==> src/rtl/mips_pkg.sv <==
// Shared definitions for the 16-bit, 8-register, 5-stage pipeline.
package mips_pkg;

    localparam int unsigned RA_W      = 3;
    localparam int unsigned INST_W    = 16;
    localparam int unsigned OPCODE_W  = 4;

    localparam logic [INST_W-1:0] NOP_INST = 16'h0000;

    // Opcode field values decoded by the main controller
    localparam logic [OPCODE_W-1:0] OP_RTYPE = 4'h0;
    localparam logic [OPCODE_W-1:0] OP_ADDI  = 4'h1;
    localparam logic [OPCODE_W-1:0] OP_LW    = 4'h2;
    localparam logic [OPCODE_W-1:0] OP_SW    = 4'h3;
    localparam logic [OPCODE_W-1:0] OP_BEQ   = 4'h4;
    localparam logic [OPCODE_W-1:0] OP_BNE   = 4'h5;
    localparam logic [OPCODE_W-1:0] OP_JMP   = 4'h6;

    typedef enum logic [1:0] {
        RUN  = 2'd0,
        HALT = 2'd1,
        STEP = 2'd2
    } seq_state_t;

endpackage

==> src/rtl/pipeline_sequencer_if.sv <==
// ID-stage hazard inputs, debug controls and pipeline-register controls of the sequencer.
interface pipeline_sequencer_if #(
    parameter int unsigned RA_W  = 3,
    parameter int unsigned CNT_W = 16
);
    logic            id_valid;
    logic [RA_W-1:0] id_rs1;
    logic [RA_W-1:0] id_rs2;
    logic            id_use_rs1;
    logic            id_use_rs2;
    logic            id_wen;
    logic [RA_W-1:0] id_rd;
    logic            id_branch_taken;
    logic            step_mode;
    logic            step_req;

    logic             pipe_en;
    logic             pc_en;
    logic             ifid_en;
    logic             ifid_flush;
    logic             idex_bubble;
    logic [CNT_W-1:0] stall_cnt;
    logic [CNT_W-1:0] flush_cnt;
    logic [1:0]       state;

    modport master (
        output id_valid, id_rs1, id_rs2, id_use_rs1, id_use_rs2,
               id_wen, id_rd, id_branch_taken, step_mode, step_req,
        input  pipe_en, pc_en, ifid_en, ifid_flush, idex_bubble,
               stall_cnt, flush_cnt, state
    );

    modport slave (
        input  id_valid, id_rs1, id_rs2, id_use_rs1, id_use_rs2,
               id_wen, id_rd, id_branch_taken, step_mode, step_req,
        output pipe_en, pc_en, ifid_en, ifid_flush, idex_bubble,
               stall_cnt, flush_cnt, state
    );
endinterface

==> src/rtl/pipe_scoreboard.sv <==
// In-flight destination tracker: entry 0 is EX, entry SB_DEPTH-1 is WB.
module pipe_scoreboard #(
    parameter int unsigned RA_W     = 3,
    parameter int unsigned SB_DEPTH = 3
) (
    input  logic            clk,
    input  logic            rst,
    input  logic            adv,
    input  logic            in_v,
    input  logic [RA_W-1:0] in_rd,
    input  logic [RA_W-1:0] rs1,
    input  logic [RA_W-1:0] rs2,
    output logic            hit1,
    output logic            hit2
);

    logic [SB_DEPTH-1:0] v_q;
    logic [RA_W-1:0]     rd_q [SB_DEPTH];

    // Shift toward WB only when the pipeline advances
    always_ff @(posedge clk or posedge rst) begin
        if (rst) begin
            v_q <= '0;
            for (int i = 0; i < int'(SB_DEPTH); i++) begin
                rd_q[i] <= '0;
            end
        end else if (adv) begin
            v_q[0]  <= in_v;
            rd_q[0] <= in_rd;
            for (int i = 1; i < int'(SB_DEPTH); i++) begin
                v_q[i]  <= v_q[i-1];
                rd_q[i] <= rd_q[i-1];
            end
        end
    end

    // WB is included: the register file write lands too late for a same-cycle ID read
    always_comb begin
        hit1 = 1'b0;
        hit2 = 1'b0;
        for (int i = 0; i < int'(SB_DEPTH); i++) begin
            if (v_q[i] && (rd_q[i] == rs1)) hit1 = 1'b1;
            if (v_q[i] && (rd_q[i] == rs2)) hit2 = 1'b1;
        end
    end

endmodule

==> src/rtl/pipeline_sequencer.sv <==
// Pipeline sequencer: RAW stall, branch squash, run/halt/single-step control and event counters.
module pipeline_sequencer #(
    parameter int unsigned RA_W     = 3,
    parameter int unsigned SB_DEPTH = 3,
    parameter int unsigned CNT_W    = 16
) (
    input  logic                 clk,
    input  logic                 rst,
    pipeline_sequencer_if.slave  bus
);
    import mips_pkg::*;

    seq_state_t       state_q, state_d;
    logic             step_req_q;
    logic             step_edge;
    logic             pipe_en;
    logic             hit1, hit2;
    logic             stall, issue, flush;
    logic [CNT_W-1:0] stall_cnt_q, flush_cnt_q;

    pipe_scoreboard #(
        .RA_W     (RA_W),
        .SB_DEPTH (SB_DEPTH)
    ) u_scoreboard (
        .clk   (clk),
        .rst   (rst),
        .adv   (pipe_en),
        .in_v  (bus.id_wen & issue),
        .in_rd (bus.id_rd),
        .rs1   (bus.id_rs1),
        .rs2   (bus.id_rs2),
        .hit1  (hit1),
        .hit2  (hit2)
    );

    // A branch waiting on an operand stalls first; it only squashes once it issues
    assign stall = bus.id_valid & ((bus.id_use_rs1 & hit1) | (bus.id_use_rs2 & hit2));
    assign issue = bus.id_valid & ~stall;
    assign flush = issue & bus.id_branch_taken;

    assign step_edge = bus.step_req & ~step_req_q;

    always_ff @(posedge clk or posedge rst) begin
        if (rst) begin
            state_q    <= RUN;
            step_req_q <= 1'b0;
        end else begin
            state_q    <= state_d;
            step_req_q <= bus.step_req;
        end
    end

    always_comb begin
        state_d = state_q;
        pipe_en = 1'b0;
        case (state_q)
            RUN: begin
                pipe_en = 1'b1;
                if (bus.step_mode) state_d = HALT;
            end
            HALT: begin
                if (!bus.step_mode)  state_d = RUN;
                else if (step_edge)  state_d = STEP;
            end
            STEP: begin
                pipe_en = 1'b1;
                state_d = bus.step_mode ? HALT : RUN;
            end
            default: state_d = RUN;
        endcase
    end

    // Saturating event counters, frozen while the pipeline is held
    always_ff @(posedge clk or posedge rst) begin
        if (rst) begin
            stall_cnt_q <= '0;
            flush_cnt_q <= '0;
        end else if (pipe_en) begin
            if (stall && !(&stall_cnt_q)) stall_cnt_q <= stall_cnt_q + CNT_W'(1);
            if (flush && !(&flush_cnt_q)) flush_cnt_q <= flush_cnt_q + CNT_W'(1);
        end
    end

    // PC keeps loading during a flush so the branch target is fetched
    assign bus.pipe_en     = pipe_en;
    assign bus.pc_en       = pipe_en & ~stall;
    assign bus.ifid_en     = pipe_en & ~stall;
    assign bus.ifid_flush  = pipe_en & flush;
    assign bus.idex_bubble = pipe_en & stall;
    assign bus.stall_cnt   = stall_cnt_q;
    assign bus.flush_cnt   = flush_cnt_q;
    assign bus.state       = state_q;

endmodule

==> src/flat_wrapper.sv <==
// flat-port wrapper written by rule: the top's interface ports become plain ports
module pipeline_sequencer_flat import mips_pkg::*;
#(
    parameter int unsigned RA_W     = 3,
    parameter int unsigned SB_DEPTH = 3,
    parameter int unsigned CNT_W    = 16
)
  (clk, rst, bus_id_valid, bus_id_rs1, bus_id_rs2, bus_id_use_rs1, bus_id_use_rs2, bus_id_wen, bus_id_rd, bus_id_branch_taken, bus_step_mode, bus_step_req, bus_pipe_en, bus_pc_en, bus_ifid_en, bus_ifid_flush, bus_idex_bubble, bus_stall_cnt, bus_flush_cnt, bus_state);
  pipeline_sequencer_if #(.RA_W(RA_W), .CNT_W(CNT_W)) bus_i ();
  input  logic clk;
  input  logic rst;
  input wire logic [$bits(bus_i.id_valid)-1:0] bus_id_valid;
  input wire logic [$bits(bus_i.id_rs1)-1:0] bus_id_rs1;
  input wire logic [$bits(bus_i.id_rs2)-1:0] bus_id_rs2;
  input wire logic [$bits(bus_i.id_use_rs1)-1:0] bus_id_use_rs1;
  input wire logic [$bits(bus_i.id_use_rs2)-1:0] bus_id_use_rs2;
  input wire logic [$bits(bus_i.id_wen)-1:0] bus_id_wen;
  input wire logic [$bits(bus_i.id_rd)-1:0] bus_id_rd;
  input wire logic [$bits(bus_i.id_branch_taken)-1:0] bus_id_branch_taken;
  input wire logic [$bits(bus_i.step_mode)-1:0] bus_step_mode;
  input wire logic [$bits(bus_i.step_req)-1:0] bus_step_req;
  output wire logic [$bits(bus_i.pipe_en)-1:0] bus_pipe_en;
  output wire logic [$bits(bus_i.pc_en)-1:0] bus_pc_en;
  output wire logic [$bits(bus_i.ifid_en)-1:0] bus_ifid_en;
  output wire logic [$bits(bus_i.ifid_flush)-1:0] bus_ifid_flush;
  output wire logic [$bits(bus_i.idex_bubble)-1:0] bus_idex_bubble;
  output wire logic [$bits(bus_i.stall_cnt)-1:0] bus_stall_cnt;
  output wire logic [$bits(bus_i.flush_cnt)-1:0] bus_flush_cnt;
  output wire logic [$bits(bus_i.state)-1:0] bus_state;
  assign bus_i.id_valid = bus_id_valid;
  assign bus_i.id_rs1 = bus_id_rs1;
  assign bus_i.id_rs2 = bus_id_rs2;
  assign bus_i.id_use_rs1 = bus_id_use_rs1;
  assign bus_i.id_use_rs2 = bus_id_use_rs2;
  assign bus_i.id_wen = bus_id_wen;
  assign bus_i.id_rd = bus_id_rd;
  assign bus_i.id_branch_taken = bus_id_branch_taken;
  assign bus_i.step_mode = bus_step_mode;
  assign bus_i.step_req = bus_step_req;
  assign bus_pipe_en = bus_i.pipe_en;
  assign bus_pc_en = bus_i.pc_en;
  assign bus_ifid_en = bus_i.ifid_en;
  assign bus_ifid_flush = bus_i.ifid_flush;
  assign bus_idex_bubble = bus_i.idex_bubble;
  assign bus_stall_cnt = bus_i.stall_cnt;
  assign bus_flush_cnt = bus_i.flush_cnt;
  assign bus_state = bus_i.state;
  pipeline_sequencer #(.RA_W(RA_W), .SB_DEPTH(SB_DEPTH), .CNT_W(CNT_W)) u_core (.clk(clk), .rst(rst), .bus(bus_i));
endmodule
==> config.mk <==
export PLATFORM = sky130hd
export DESIGN_NAME = pipeline_sequencer_flat
export DESIGN_NICKNAME = d
export VERILOG_FILES = /design/src/rtl/mips_pkg.sv /design/src/rtl/pipeline_sequencer_if.sv /design/src/rtl/pipe_scoreboard.sv /design/src/rtl/pipeline_sequencer.sv /design/src/flat_wrapper.sv
export SDC_FILE = /design/constraint.sdc
export NUM_CORES = 1
export LEC_CHECK = 0
export ABC_AREA = 1
export CAP_MARGIN = 5
export CORE_ASPECT_RATIO = 1.4
export CORE_MARGIN = 4
export CORE_UTILIZATION = 50
export DETAILED_ROUTE_END_ITERATION = 10
export PLACE_DENSITY = 0.86
export RECOVER_POWER = 25
export SETUP_SLACK_MARGIN = 0.3
export SYNTH_ARGS = -nofsm -noshare
export SYNTH_HDL_FRONTEND = slang
export SYNTH_SLANG_ARGS = --single-unit
==> constraint.sdc <==
create_clock -name clk -period 3.4 [get_ports clk]
set_input_delay 1.02 -clock clk [delete_from_list [all_inputs] [get_ports clk]]
set_output_delay 1.02 -clock clk [all_outputs]
set_load 0.1 [all_outputs]
# Word level (Yosys, flattened, before mapping)
# Cells that the tools add are included.
# totals
ff_bits,47
inputBits,18
elab_cells,62
out_inout_bits,39
# op_classes
n_bitwise,13
mux,12
n_addsub,2
n_reduce_logical,17
eq_ne,10
# op_table
cell,count
adder 16 x 1 -> 16 bit (second input constant),2
AND reduction 16 bit,2
equality test 3 bit,6
bitwise AND 1 bit,10
logical AND 1 bit,8
two-way mux 1 bit,8
two-way mux 2 bit,3
case mux 2 bit (3 select lines),1
AND reduction 2 bit,3
!= test 3 x 2 -> 1 bit (second input constant),1
equality test 2 x 1 -> 1 bit (second input constant),1
equality test 2 bit (second input constant),1
logical NOT 1 bit,2
logical NOT 2 bit,1
!= test 2 bit (second input constant),1
inverter 1 bit,2
OR reduction 2 bit,1
OR 1 bit,1

# Longest topological paths before layout
# Gate-level depths: netlist of the first run.
# depth
word_depth,13
mapped_depth,13
depth_no_buf,12

# Cells and area by module
# From an unflattened synthesis of the first run, not the netlist that was laid out.
# unflattened
cells_unflattened,447
area_unflattened_um2,2992.9
# by_module_without_submodules
module,area_each_um2,cells_each,seq_area_each_um2,n_inst
pipeline_sequencer,2227.1,320,875.8,1
pipe_scoreboard,765.7,127,300.3,1

# Worst setup path after synthesis of the first run
# No wires, ideal clock.
# synth_path
kind,input to output
from,in bus_id_rs2[1]
to,out bus_ifid_flush
t_required_ns,2.380
path_stages,9
slack_ns,-1.984
arrival_time_ns,4.364
n_path_buf,0
path_cell_list,inv_2 > nand2_1 > nand2_1 > nor2_1 > nand2_1 > nand3_1 > nand2_2 > nand2_8 > nor4_1
# synth_via
elab_chain_len,12
word_cells_on_any_way,16
cone_classes,3 x eq/ne; 3 x mux; 7 x bitwise; 3 x reduce/logical
# synth_rtl
item,line,text
"start, declared",flat_wrapper.sv:14,input wire logic [$bits(bus_i.id_rs2)-1:0] bus_id_rs2;
equality test 3 bit,pipe_scoreboard.sv:43,if (v_q[i] && (rd_q[i] == rs2)) hit2 = 1'b1;
logical AND 1 bit,pipe_scoreboard.sv:43,
two-way mux 1 bit (2 in series),pipe_scoreboard.sv:43,
two-way mux 1 bit (*),pipe_scoreboard.sv:43,
bitwise AND 1 bit (*),pipeline_sequencer.sv:37,assign stall = bus.id_valid & ((bus.id_use_rs1 & hit1) | (bus.id_use_rs2 & hit2));
OR 1 bit (*),pipeline_sequencer.sv:37,
bitwise AND 1 bit (*),pipeline_sequencer.sv:37,
inverter 1 bit (*),pipeline_sequencer.sv:38,assign issue = bus.id_valid & ~stall;
bitwise AND 1 bit (*),pipeline_sequencer.sv:38,
bitwise AND 1 bit (*),pipeline_sequencer.sv:39,assign flush = issue & bus.id_branch_taken;
bitwise AND 1 bit (*),pipeline_sequencer.sv:88,assign bus.ifid_flush = pipe_en & flush;
"end, declared",flat_wrapper.sv:25,output wire logic [$bits(bus_i.ifid_flush)-1:0] bus_ifid_flush;
# Every way passes the cells marked *; elsewhere a longest branch is shown, timed or not.

# Worst setup path in the final report of the first run
# layout_path
from,in bus_id_valid
to,out bus_ifid_flush
# layout_via
elab_chain_len,5
# layout_rtl
item,line,text
"start, declared",flat_wrapper.sv:12,input wire logic [$bits(bus_i.id_valid)-1:0] bus_id_valid;
bitwise AND 1 bit,pipeline_sequencer.sv:37,
inverter 1 bit,pipeline_sequencer.sv:38,
bitwise AND 1 bit (*),pipeline_sequencer.sv:38,
bitwise AND 1 bit (*),pipeline_sequencer.sv:39,
bitwise AND 1 bit (*),pipeline_sequencer.sv:88,
# Marks and branches as above.

==> results of run 1 <==
-- cells by family after synthesis --
family,after synthesis,share of synthesized area
adders and majority gates,2,0.00856
AOI/OAI and AO/OA,13,0.0222
DFF,47,0.402
and+or+nand+nor,278,0.424
buffers and inverters,54,0.0766
xor gates and xnor gates,22,0.0659
-- power by group through the flow --
| stage | Combinational (mW) | Sequential (mW) | Clock (mW) |
|---|---|---|---|
| 3_3_place_gp | 0.654 | 0.713 | 0 |
| 2_1_floorplan | 0.242 | 0.965 | 0 |
| 5_1_grt | 0.709 | 0.719 | 0.343 |
| 4_1_cts | 0.669 | 0.705 | 0.322 |
| 6_report | 0.667 | 0.707 | 0.309 |
| 3_5_place_dp | 0.669 | 0.716 | 0 |
-- area by class of cell --
cell class              count  area [um^2]
multi-input cells         315         1580
inverters                  43          196
fillers                   527         1960
well taps                  68         85.1
flip-flops and latches     47         1180
clock buffers               7         76.3
repair buffers             63          539
-- worst min path at each step --
stage                                               start                         endpoint  slack (ps)  cells after the start
after floorplan               u_core.step_req_q$_DFF_PP0_  u_core.bus.state[1]$_DFFE_PP0P_         470                      3
after global placement    u_core.bus.state[1]$_DFFE_PP0P_  u_core.bus.state[1]$_DFFE_PP0P_         450                      1
after detailed placement  u_core.bus.state[1]$_DFFE_PP0P_  u_core.bus.state[1]$_DFFE_PP0P_         460                      1
after CTS                 u_core.bus.state[1]$_DFFE_PP0P_  u_core.bus.state[1]$_DFFE_PP0P_         470                      1
after global routing      u_core.bus.state[1]$_DFFE_PP0P_  u_core.bus.state[1]$_DFFE_PP0P_         490                      1
final                     u_core.bus.state[1]$_DFFE_PP0P_  u_core.bus.state[1]$_DFFE_PP0P_         460                      1
-- Yosys cell counts, drive strengths merged --
cell,number
nand2,176
nor2,37
nand4,19
clkbuf,5
xnor2,9
ha,2
nand3,28
a21oi,2
nor4,2
dfrtp,47
xor2,13
nor3,14
nor3b,1
buf,6
o21ai,11
and2,1
inv,43
-- critical path: cells and delay by family --
family | cells | cell delay (ps)
buffers and inverters | 3 | 820
AND/OR/NAND/NOR | 1 | 310
-- through the flow --
stage | cell area [um^2] | setup TNS (ps)
after CTS | 3660 | 0
after global placement | 3590 | -730
final | 3650 | 0
after detailed placement | 3590 | -975
after global routing | 3650 | 0
after floorplan | 3010 | -106
-- repair_timing --
| action | in CTS | in global routing |
|---|---|---|
| buffers inserted | 0 | 0 |
| gates cloned | 0 | 0 |
| setup endpoints to repair | 4 | 4 |
| resized for setup | 25 | 8 |
| pin swaps | 8 | 7 |
-- layer usage --
layer	part of all wire	up-vias	global-route usage	routed length (um)
li1	-	1431	-	-
met1	0.39	1294	0.245	2740
met2	0.54	79	0.374	3830
met3	0.048	20	0.0286	339
met4	0.026	0	0.0824	188
met5	0	-	0	0
-- state kept, by name, summed over array words and instances, names as in the netlist --
register                  flops
u_core.u_scoreboard.rd_q      9
u_core.bus.flush_cnt         16
u_core.bus.state              2
u_core.bus.stall_cnt         16
u_core.step_req_q             1
u_core.u_scoreboard.v_q       3
==> results.toml, run 1 <==
[sta]
fmax_ghz = 0.314
worst_pin_slew_ps = 1760
slew_violations = 48
slew_headroom = -0.177
rsz0062_at_grt = "yes"
setup_viol = 0
fin_ws_ps = 219
fin_crit_ps = 3180
timing.hold.ws_ps = 464
hold_viol_final = 0
fin_crit_sh = 0.936
fin_worst_skew_ps = 6.55

[clocking]
cts_tree = "built"
clockBufferDepth = 2
cts_buffers = 5
clock_sinks = 47
root_buffer = "clkbuf_8"
hold_buffers = 0
cts-htree-levels = 2
clk_pin_slew_ps = 80
clk_latency_ps = 290

[critical_path]
rrSetupSlack_ps = 1350
crit_type = "input pin to primary output"
required_ps = 2380
worstPathArrival_ps = 2160
slowest_stage = "clkdlybuf4s50_1"
timing.rr.start = "u_core.bus.state[0]$_DFFE_PP0P_"
critPathLaunchType = "input pin"
max_stage_delay_ps = 490
critical_path.cell_chain = "clkdlybuf4s50_1 > inv_1 > nor4_4 > buf_12"
reg2reg_to = "u_core.bus.stall_cnt[2]$_DFFE_PP0P_"
critPathCaptureType = "primary output"
path_max_fanout = 2
crit_path_end = "bus_ifid_flush"
ff2ff_path_depth = 5
crit_start = "bus_id_valid"

[logic_synthesis]
syn-cell-area_mm2 = 0.00292
yosysUniqueCellTypes = 28
postSynthCellCount = 416
synth_top_cell_by_area = "dfrtp_1"
synth_nets = 436
synth.top_cell.area_share = 0.402
synth_area_per_cell_um2 = 7.03
yosys_warnings = 0
synth_area_leaders = "dfrtp_1, nand2_1, nor2_1"
ys_ff_latch = 47
ys_seq_area_frac = 0.402

[global_routing]
grt_usage = 0.209
antenna_found_initial = 0
grt_max_degree = 48
grt_pass1_vias = 2794
grt_pass1_wl_mm = 12.2
grt_overflow = 0

[floorplan]
die-height_um = 98.5
die_width_um = 72.6
start_util = 0.522
ios = 57
rows = 32
coreArea_mm2 = 0.00561
dieArea_mm2 = 0.00715

[layout]
final_common_cell = "nand2_1"
diodes = 0
area.growth.synth_to_final_pct = 24.8
layout_common_cells = "nand2_1, dfrtp_1, buf_4, nor2_1, inv_1"
drive_gt1_frac = 0.179
nets = 495
final_util = 0.651
final_cell_count_no_fill = 543

[route]
drt_wl_total_mm = 7.10
viasPerCell = 5.20
drc = 0
vias = 2824
ant_nets = 0
wl_per_cell_um = 13.1
drt_iter0_drc = 149
drt_first_pass_iters = 4

[power]
p_clk_frac = 0.184
p_sw_frac = 0.448
power_density_mw_per_mm2 = 461
pwr-share-comb = 0.396
power.switching_mw = 0.753
ir_drop_v = 0.000787
p_leak_nw = 1.82
sequentialPowerShare = 0.420
p_int_mw = 0.929
fin_total_pwr_mw = 1.68

[place]
place_ws_ps = -252
gp_congestion = 0.896
dp_cells = 536
dp_hpwl_mm = 5.43
portBuffers = 56

[min_path]
hp-class = "flop to flop"

[job]
drv_cap = 1

[run_status]
status = "finished with violations"
violations = "capacitance limit, slew limit"
No activity file was read; power rests on OpenSTA's default activity.
==> run 2, diff against run 1 <==
==> constraint.sdc (replaced) <==
create_clock -name clk -period 3.4 [get_ports clk]
set_input_delay 0.68 -clock clk [delete_from_list [all_inputs] [get_ports clk]]
set_output_delay 0.68 -clock clk [all_outputs]
set_load 0.1 [all_outputs]
==> results.toml, run 2 (same netlist as run 1, synthesis figures left out) <==
[run_status]
status = "finished with violations"
violations = "capacitance limit, slew limit"

[layout]
area.growth.synth_to_final_pct = 21.7
drive_gt1_frac = 0.137
final_common_cell = "nand2_1"
final_util = 0.635
final_area_mm2 = 0.00356
nets = 492
nFillCells = 510
layout_common_cells = "nand2_1, dfrtp_1, nor2_1, inv_1, buf_4"
multi_input_area_mm2 = 0.00155
seq_area_mm2 = 0.00118
diodes = 0

[global_routing]
antenna_found_initial = 0
grt_usage = 0.202
grt_pass1_wl_mm = 11.9
grt_pass1_vias = 2674
grt_overflow = 0
grt_max_degree = 48

[floorplan]
die-height_um = 98.5
rows = 32
start_util = 0.522
coreArea_mm2 = 0.00561
die_width_um = 72.6
dieArea_mm2 = 0.00715
ios = 57

[route]
drc = 0
drt_iter0_drc = 124
ant_nets = 0
wl_per_cell_um = 13.0
vias = 2796
drt_wl_total_mm = 7.02
viasPerCell = 5.17
drt_first_pass_iters = 4

[clocking]
clock_sinks = 47
clockBufferDepth = 2
cts_tree = "built"
clk_pin_slew_ps = 80
hold_buffers = 0
cts-htree-levels = 2
root_buffer = "clkbuf_8"
cts_buffers = 5
clk_latency_ps = 300

[critical_path]
path_max_fanout = 6
worstPathArrival_ps = 2290
critPathLaunchType = "input pin"
critPathCaptureType = "primary output"
crit_type = "input pin to primary output"
ff2ff_path_depth = 5
required_ps = 2720

[power]
p_leak_nw = 1.77
fin_total_pwr_mw = 1.68
ir_drop_v = 0.000387
power_density_mw_per_mm2 = 472

[sta]
fin_crit_ps = 2970
fin_crit_sh = 0.874
hold_viol_final = 0
fin_worst_skew_ps = 4.74
rsz0062_at_grt = "no"
fmax_ghz = 0.337
slew_violations = 48
worst_pin_slew_ps = 1750
fin_ws_ps = 430
slew_headroom = -0.171
setup_viol = 0

[place]
placed_cell_area_mm2 = 0.00351
portBuffers = 56
gp_congestion = 0.935
place_ws_ps = 380
dp_hpwl_mm = 5.37

[min_path]
hold_depth = 1
hp-class = "flop to flop"

[job]
drv_cap = 1
## run 2: path summary, 6_finish.rpt
check	endpoint	slack [ps]	start
min reg2reg	u_core.bus.state[1]$_DFFE_PP0P_	480	u_core.bus.state[1]$_DFFE_PP0P_
min in group asynchronous	u_core.u_scoreboard.rd_q[6]$_DFFE_PP0P_	1390	rst
max in group asynchronous	u_core.u_scoreboard.rd_q[8]$_DFFE_PP0P_	990	rst
max	bus_idex_bubble	430	bus_id_rs2[2]
min	u_core.bus.state[1]$_DFFE_PP0P_	480	u_core.bus.state[1]$_DFFE_PP0P_
max reg2reg	u_core.bus.flush_cnt[11]$_DFFE_PP0P_	1350	u_core.bus.state[0]$_DFFE_PP0P_
## run 2: report_power, final
part,switching [mW],leakage (nW),internal [mW]
Sequential,0.0845,0.628,0.615
Clock,0.187,0.0477,0.141
Combinational,0.492,1.09,0.158
## run 2: repair_timing
action / in CTS / in global routing
setup endpoints to repair: 0 / 1
resized for setup: 0 / 1
setup buffers: 0 / 0
## run 2: through the flow
stage | TNS [ps] | cells | hold WS, ps
after CTS | 0 | 541 | 489
after global placement | 0 | 533 | 451
after global routing | 0 | 541 | 500
final | 0 | 541 | 481
after detailed placement | 0 | 533 | 479
after floorplan | -124 | 416 | 471
## run 2: worst max-delay path: stages
cell and delay, ps:
clkdlybuf4s50_1 530, inv_1 100, nand2_1 70, nand2_1 60
nor2_1 110, nand2_1 60, nand3_1 90, nand2_2 90
nand2_8 110, nand3_1 70, inv_1 130, buf_12 180
## run 2: layout make-up
type	count	area share
Multi-Input combinational cell	315	0.436
Sequential cell	47	0.331
Timing Repair Buffer	60	0.141
Inverter	43	0.0454
Tap cell	68	0.0239
Clock buffer	5	0.0193
Clock inverter	3	0.00422
## run 2: routing by layer
metal | global-route usage | vias up | routed length (um)
met2 | 0.365 | 78 | 3690
met1 | 0.247 | 1298 | 2870
met4 | 0.0497 | 0 | 62
li1 | - | 1413 | -
met5 | 0 | - | 0
met3 | 0.0306 | 7 | 400
==> run 3, diff against run 2 <==
Settings changed: CORE_ASPECT_RATIO 1.4 to 2.
==> results.toml, run 3 (same netlist as run 1, synthesis figures left out) <==
[route]
ant_nets = 0
drt_first_pass_iters = 5
vias = 2868
drt_wl_total_mm = 7.62
drc = 0
viasPerCell = 5.39
drt_iter0_drc = 197
wl_per_cell_um = 14.3

[min_path]
holdPathEnd = "u_core.bus.state[1]$_DFFE_PP0P_"
hold_depth = 1
hp-class = "flop to flop"
hp-start = "u_core.bus.state[1]$_DFFE_PP0P_"

[sta]
worst_pin_slew_ps = 1760
fmax_ghz = 0.336
fin_ws_ps = 422
hold_viol_final = 0
fin_worst_skew_ps = 3.78
slew_violations = 48
slew_headroom = -0.173
setup_viol = 0
rsz0062_at_grt = "no"
fin_crit_sh = 0.876
fin_crit_ps = 2980

[critical_path]
rrSetupSlack_ps = 1270
reg2reg_to = "u_core.bus.flush_cnt[4]$_DFFE_PP0P_"
crit_type = "input pin to primary output"
timing.rr.start = "u_core.bus.state[0]$_DFFE_PP0P_"
ff2ff_path_depth = 4
critPathCaptureType = "primary output"
required_ps = 2720
critPathLaunchType = "input pin"
path_max_fanout = 6
worstPathArrival_ps = 2300

[floorplan]
dieArea_mm2 = 0.00721
die-height_um = 116
coreArea_mm2 = 0.00571
die_width_um = 62.1
ios = 57
start_util = 0.512
rows = 39

[place]
gp_congestion = 0.953
dp_cells = 525
portBuffers = 56
dp_hpwl_mm = 5.60
place_ws_ps = 399

[layout]
final_common_cell = "nand2_1"
drive_gt1_frac = 0.119
diodes = 0
nFillCells = 540
multi_input_area_mm2 = 0.00155
seq_area_mm2 = 0.00118
layout_common_cells = "nand2_1, dfrtp_1, nor2_1, inv_1, nand3_1"
area.growth.synth_to_final_pct = 22.9
final_cell_count_no_fill = 532
nets = 491

[power]
ir_drop_v = 0.000826
p_leak_nw = 1.77
power_density_mw_per_mm2 = 524
fin_total_pwr_mw = 1.88

[clocking]
hold_buffers = 0
clockBufferDepth = 2
cts_tree = "built"
cts_buffers = 5
clk_pin_slew_ps = 60
clock_sinks = 47
cts-htree-levels = 2
clk_latency_ps = 290
post_cts_buffers = 0
root_buffer = "clkbuf_16"
cts_resized = 0

[run_status]
status = "finished with violations"
violations = "capacitance limit, slew limit"

[global_routing]
grt_pass1_vias = 2903
grt_max_degree = 48
antenna_found_initial = 0
grt_usage = 0.236
grt_overflow = 0
grt_pass1_wl_mm = 12.8

[job]
drv_cap = 1
## run 3: stage by stage
stage	cell area [um^2]	TNS (ps)	util	hold WS (ps)
3_5_place_dp	3490	0	0.611	474
3_3_place_gp	3490	0	0.611	451
5_1_grt	3590	0	0.630	515
4_1_cts	3650	0	0.639	483
2_1_floorplan	2940	-124	-	471
6_report	3590	0	0.630	482
## run 3: area by class of cell
cell class,count,area share
clock buffer,6,0.0359
sequential,47,0.327
tap,61,0.0212
clock inverter,1,0.00835
timing repair buffer,59,0.131
inverter,43,0.0449
multi-input combinational,315,0.431
## run 3: how the worst max path moves through the flow
| stage | end | slack (ps) | from |
|---|---|---|---|
| floorplan | bus_ifid_flush | -120 | u_core.bus.state[0]$_DFFE_PP0P_ |
| global placement | bus_ifid_flush | 450 | bus_id_rs1[1] |
| detailed placement | bus_ifid_flush | 400 | bus_id_rs1[1] |
| CTS | bus_ifid_flush | 400 | bus_id_rs1[1] |
| global route | bus_idex_bubble | 320 | bus_id_rs1[0] |
| finish | bus_pc_en | 420 | bus_id_rs1[1] |
## run 3: metal layers
metal / share of wire / global-route usage / vias to the layer above
met2: 0.56 / 0.428 / 80
met1: 0.37 / 0.259 / 1355
met5: 0 / 0 / -
met3: 0.042 / 0.0376 / 15
li1: - / - / 1418
met4: 0.026 / 0.0935 / 0
## run 3: critical path, cell delays in order
cell and delay, ps:
clkdlybuf4s50_1 570, inv_2 80, nor2_1 100, nor2_1 60
nand2_1 80, nand3_2 110, nand2_4 100, nand2_8 90
a21oi_4 210, buf_12 210
## run 3: power by group
part / internal [mW] / leakage (nW) / switching, mW
clock network: 0.343 / 0.0769 / 0.199
logic: 0.148 / 1.06 / 0.486
registers: 0.616 / 0.628 / 0.0917
total: 1.11 / 1.77 / 0.777
